==> src/rtl/or21nand_bist_pkg.sv <==
// Shared types and constants for the or21nand cell self-test.
// Latency: n/a (declarations only).
// Backpressure: n/a.
package or21nand_bist_pkg;

    typedef enum logic [1:0] {
        IDLE   = 2'd0,
        WAIT   = 2'd1,
        SAMPLE = 2'd2,
        DONE   = 2'd3
    } state_t;

    // Exhaustive stimulus for a 3-input cell.
    localparam int NUM_VEC = 8;
    localparam int VEC_W   = $clog2(NUM_VEC);

    // Mismatch counter width; the counter saturates at its all-ones value.
    localparam int                ERR_W   = 4;
    localparam logic [ERR_W-1:0]  ERR_MAX = '1;

endpackage

==> src/rtl/or21nand_golden.sv <==
// Reference model of the or21nand cell: nq = ~((i0 | i1) & i2).
// Latency: purely combinational, zero cycles.
// Backpressure: none.
// Ports: i0, i1, i2 - cell inputs; nq - expected cell output.
module or21nand_golden (
    input  logic i0,
    input  logic i1,
    input  logic i2,
    output logic nq
);

    assign nq = ~((i0 | i1) & i2);

endmodule

==> src/rtl/or21nand_bist.sv <==
// Built-in self-test for an or21nand cell: sweeps all 8 input vectors LOOPS times.
// Latency: LOOPS*8*(SETTLE+1) cycles from the accepted start edge to the done cycle.
// Backpressure: none; start is only accepted in IDLE and ignored otherwise.
// Ports: clk/rst (sync, active-high); start - run request; nq - cell output;
//        i0/i1/i2 - cell stimulus; busy/done - run status; pass, err_cnt,
//        fail_vld, fail_vec - result of the current or last run.
module or21nand_bist
    import or21nand_bist_pkg::*;
#(
    parameter int unsigned SETTLE = 1,
    parameter int unsigned LOOPS  = 1
) (
    input  logic             clk,
    input  logic             rst,
    input  logic             start,
    input  logic             nq,
    output logic             i0,
    output logic             i1,
    output logic             i2,
    output logic             busy,
    output logic             done,
    output logic             pass,
    output logic [ERR_W-1:0] err_cnt,
    output logic             fail_vld,
    output logic [VEC_W-1:0] fail_vec
);

    localparam logic [3:0]       SETTLE_INIT = 4'(SETTLE);
    localparam logic [3:0]       LAST_LOOP   = 4'(LOOPS - 1);
    localparam logic [VEC_W-1:0] LAST_VEC    = VEC_W'(NUM_VEC - 1);

    state_t             state_q,    state_d;
    logic [VEC_W-1:0]   vec_q,      vec_d;
    logic [3:0]         loop_q,     loop_d;
    logic [3:0]         settle_q,   settle_d;
    logic [ERR_W-1:0]   err_q,      err_d;
    logic               fail_vld_q, fail_vld_d;
    logic [VEC_W-1:0]   fail_vec_q, fail_vec_d;
    logic               pass_q,     pass_d;
    logic               exp_nq;

    // Drivers come straight from the vector register, so they only move on
    // edges that load a new vector, and the wrap 7->0 parks them at 0 for IDLE.
    or21nand_golden u_golden (
        .i0 (vec_q[0]),
        .i1 (vec_q[1]),
        .i2 (vec_q[2]),
        .nq (exp_nq)
    );

    always_comb begin
        state_d    = state_q;
        vec_d      = vec_q;
        loop_d     = loop_q;
        settle_d   = settle_q;
        err_d      = err_q;
        fail_vld_d = fail_vld_q;
        fail_vec_d = fail_vec_q;
        pass_d     = pass_q;

        case (state_q)
            IDLE: begin
                if (start) begin
                    vec_d      = '0;
                    loop_d     = '0;
                    settle_d   = SETTLE_INIT;
                    err_d      = '0;
                    fail_vld_d = 1'b0;
                    fail_vec_d = '0;
                    pass_d     = 1'b0;
                    if (SETTLE == 0) state_d = SAMPLE;
                    else             state_d = WAIT;
                end
            end

            WAIT: begin
                settle_d = settle_q - 1'b1;
                if (settle_q <= 4'd1) state_d = SAMPLE;
            end

            SAMPLE: begin
                if (nq != exp_nq) begin
                    if (err_q != ERR_MAX) err_d = err_q + 1'b1;
                    if (!fail_vld_q) begin
                        fail_vld_d = 1'b1;
                        fail_vec_d = vec_q;
                    end
                end
                vec_d    = vec_q + 1'b1;
                settle_d = SETTLE_INIT;
                if (SETTLE == 0) state_d = SAMPLE;
                else             state_d = WAIT;
                if (vec_q == LAST_VEC) begin
                    if (loop_q == LAST_LOOP) begin
                        state_d = DONE;
                        // Uses err_d so a mismatch on the very last vector counts.
                        pass_d  = (err_d == '0);
                    end else begin
                        loop_d = loop_q + 1'b1;
                    end
                end
            end

            DONE: begin
                state_d = IDLE;
            end

            default: begin
                state_d = IDLE;
            end
        endcase
    end

    always_ff @(posedge clk) begin
        if (rst) begin
            state_q    <= IDLE;
            vec_q      <= '0;
            loop_q     <= '0;
            settle_q   <= '0;
            err_q      <= '0;
            fail_vld_q <= 1'b0;
            fail_vec_q <= '0;
            pass_q     <= 1'b0;
        end else begin
            state_q    <= state_d;
            vec_q      <= vec_d;
            loop_q     <= loop_d;
            settle_q   <= settle_d;
            err_q      <= err_d;
            fail_vld_q <= fail_vld_d;
            fail_vec_q <= fail_vec_d;
            pass_q     <= pass_d;
        end
    end

    assign i0       = vec_q[0];
    assign i1       = vec_q[1];
    assign i2       = vec_q[2];
    assign busy     = (state_q == WAIT) || (state_q == SAMPLE);
    assign done     = (state_q == DONE);
    assign pass     = pass_q;
    assign err_cnt  = err_q;
    assign fail_vld = fail_vld_q;
    assign fail_vec = fail_vec_q;

endmodule

==> config.mk <==
export PLATFORM = sky130hd
export DESIGN_NAME = or21nand_bist
export DESIGN_NICKNAME = d
export VERILOG_FILES = /design/src/rtl/or21nand_bist_pkg.sv /design/src/rtl/or21nand_golden.sv /design/src/rtl/or21nand_bist.sv
export SDC_FILE = /design/constraint.sdc
export NUM_CORES = 1
export LEC_CHECK = 0
export ABC_AREA = 1
export BUFFER_PORTS_ARGS = -buffer_cell sky130_fd_sc_hd__buf_2
export CORE_MARGIN = 2
export CORE_UTILIZATION = 25
export CTS_BUF_LIST = sky130_fd_sc_hd__clkbuf_4 sky130_fd_sc_hd__clkbuf_8
export DETAILED_ROUTE_END_ITERATION = 16
export GPL_ROUTABILITY_DRIVEN = 1
export GPL_TIMING_DRIVEN = 0
export PLACE_DENSITY = 0.4
export SYNTH_ARGS = -nofsm -noshare
export SYNTH_HDL_FRONTEND = slang
export SYNTH_SLANG_ARGS = --single-unit
==> constraint.sdc <==
create_clock -name clk -period 3.11 [get_ports clk]
set_input_delay 0.622 -clock clk [delete_from_list [all_inputs] [get_ports clk]]
set_output_delay 0.622 -clock clk [all_outputs]
set_load 0.1 [all_outputs]
==> impl_metrics.csv <==
group,metric,value,unit
grt,overflow,0,
flow_run,drv_cap,0,
cells_and_area,area_delta_synth_final,16.0,%
routing,drtPass1Iterations,3,
setup_path,cp-start-kind,"flop",
cells_and_area,insertedDiodeCount,0,
timing,finalCriticalPeriod,2070,ps
synth,synth_cell_type_count,30,
grt,antenna_found_initial,0,
clock_tree,htree_num_levels,1,
grt,grt_usage,0.108,
timing,finalHoldViolations,0,
timing,setup_viol,0,
setup_path,critPathKind,"flop to output port",
clock_tree,cts_tree,"built",
floorplan,rows,26,
grt,grtUsageMet2,0.175,
cells_and_area,fill_cells,584,
timing,maxSlewViolCount,0,
pwr,pwr-share-seq,0.330,
timing,fin_tns_setup,0,ps
timing,max_slew_margin,0.627,
floorplan,die_x,76.2,um
pwr,power.internal,537,uW
grt,grt_use_met1,0.148,
synth,synth_warnings,0,
timing,grt_setup_unrepaired,"false",
timing,worst_slew_pin_slew,559,ps
placement,gp_congestion,0.734,
synth,syn-num-nets,193,
synth,syn_inst,177,
grt,grt_pass1_vias,1059,
cells_and_area,fin_util,0.298,
run_status,outcome,"complete, no violations",
clock_tree,cts_resized,0,
timing,fin_crit_sh,0.666,
clock_tree,cts.path.max_buffers,2,
clock_tree,clock-root-buffer,"clkbuf_8",
clock_tree,cts_hold_buf,0,
grt,grt_pass1_wl,5190,um
clock_tree,clk_pin_slew,80,ps
hold_path,hold_path_class,"flop to flop",
routing,post_drt_wl_per_cell,11.0,um
pwr,combPwrFrac,0.504,
routing,post_drt_via_cell_ratio,4.36,
clock_tree,post_cts_buffers,0,
clock_tree,clkLatencyLatePin,260,ps
cells_and_area,stdcell_area,0.00151,sq mm
setup_path,worstPathMaxFanout,5,
grt,grt_max_degree,12,
pwr,switching_share,0.492,
routing,drcViolationCount,0,
synth,netlist_area,0.00130,sq mm
setup_path,arrival,1450,ps
floorplan,io_pins,18,
routing,drt-initial-drc-count,49,
floorplan,die_y,76.2,um
pwr,clkPwrFrac,0.166,
clock_tree,clock_sinks,22,
grt,grtUsageMet3,0.0296,
placement,placed_area,0.00147,sq mm
cells_and_area,final_nets,214,
synth,syn_area_per_cell,7.36,sq um
placement,port_buffers,16,
cells_and_area,regArea,440,sq um
grt,top_usage_layer,"met2",
pwr,p_per_area,699,mW/mm^2
pwr,max-vdd-ir-drop,0.694,mV
placement,dp_hpwl,2190,um
floorplan,die_area,0.00580,sq mm
routing,antenna_left,0,
pwr,p_switching,520,uW
floorplan,core,0.00507,sq mm
synth,seq_area_frac_synth,0.338,
timing,fmax,0.482,GHz
cells_and_area,multi_input_area,751,sq um
setup_path,crit_path_end_kind,"output port",
floorplan,start_util,0.257,
setup_path,critical_path_required,2490,ps
synth,synth-seq-cells,22,
routing,finalWirelength,2920,um
cells_and_area,drive_gt1_frac,0.184,
clock_tree,cts_made_buffers,3,
routing,vias,1161,
pwr,p_leak,0.000647,uW
timing,fin_skew,2.14,ps
cell usage after synthesis:
cell / instances / share of area
nand2_1: 46 / 0.13
clkinv_2: 1 / 0.0038
ha_1: 12 / 0.12
nor2_4: 1 / 0.0086
inv_1: 20 / 0.058
a211oi_2: 1 / 0.0096
o31ai_1: 2 / 0.012
inv_2: 2 / 0.0058
nand4_1: 3 / 0.014
o21ai_0: 4 / 0.015
dfxtp_1: 22 / 0.34
nand3_2: 1 / 0.0077
nor3b_2: 1 / 0.0096
nor2_2: 1 / 0.0048
a31oi_1: 2 / 0.0096
clkbuf_1: 2 / 0.0058
inv_6: 1 / 0.0067
xor2_1: 3 / 0.020
buf_4: 1 / 0.0058
a21oi_1: 16 / 0.061
o21ai_4: 1 / 0.012
nand3_1: 13 / 0.050
nand2_4: 1 / 0.0086
nand2_2: 1 / 0.0048
nor2_1: 11 / 0.032
nor3b_1: 1 / 0.0058
nand3b_1: 1 / 0.0058
a21oi_2: 4 / 0.027
a211oi_1: 1 / 0.0058
o21ai_1: 1 / 0.0038
sequential cells by signal, indices dropped and copies added (netlist names):
signal    cells
vec_q         3
state_q       2
fail_vec      3
err_cnt       4
pass          1
loop_q        4
fail_vld      1
settle_q      4
layout make-up:
cell class	instances	share of cell area
Sequential cell	22	0.291
Multi-Input combinational cell	128	0.497
Inverter	24	0.0637
Clock buffer	3	0.0273
Buffer	3	0.00993
Tap cell	70	0.0579
Timing Repair Buffer	16	0.0530
layer usage:
layer / wire length [um] / part of all wire
met1: 1510 / 0.52
met2: 1290 / 0.44
met3: 97 / 0.033
met4: 21 / 0.0072
met5: 0 / 0
logic make-up after synthesis:
group	synth area share
AO/OA/AOI/OAI	0.157
adder cells (fa/ha/maj)	0.115
flip-flops	0.338
XOR/XNOR	0.0202
AND/OR/NAND/NOR	0.284
buffers and inverters	0.0855
through the flow:
stage / cells / power, uW / hold WS [ps] / setup WS [ps]
detailed placement: 263 / 893 / 469 / 1290
CTS: 266 / 1080 / 482 / 1020
global placement: 263 / 901 / 467 / 1250
floorplan: 177 / 802 / 453 / 820
finish: 266 / 1060 / 478 / 1040
global route: 266 / 1150 / 501 / 931
cells in the final DEF, fill, tap and decap left out, drive strengths merged:
cell and instances:
inv 23, nor3b 2, o31ai 2, clkbuf 5, a211oi 2, nand4 3
clkinv 1, a31oi 2, a21oi 20, nand3b 1, dfxtp 22, buf 17
o21ai 6, nand2 48, xor2 3, nor2 13, ha 12, nand3 14
critical path, cell delays in order (launching register included):
cell     delay [ps]
dfxtp_1         410
inv_1            90
ha_1            280
buf_2           420
power groups by stage:
stage          clock network (uW)  registers (uW)  logic [uW]
2_1_floorplan                   0             380         422
3_3_place_gp                    0             357         544
3_5_place_dp                    0             355         539
4_1_cts                       188             348         542
5_1_grt                       205             355         594
6_report                      176             349         533
path summary, 6_finish.rpt:
path	from	endpoint	slack, ps	depth (start not counted)
hold / removal	fail_vec[1]	fail_vec[1]	480	2
hold reg to reg	fail_vec[1]	fail_vec[1]	480	2
setup reg to reg	state_q[0]	settle_q[3]	1280	8
setup / recovery	state_q[0]	busy	1040	3
No activity file was read; power rests on OpenSTA's default activity.
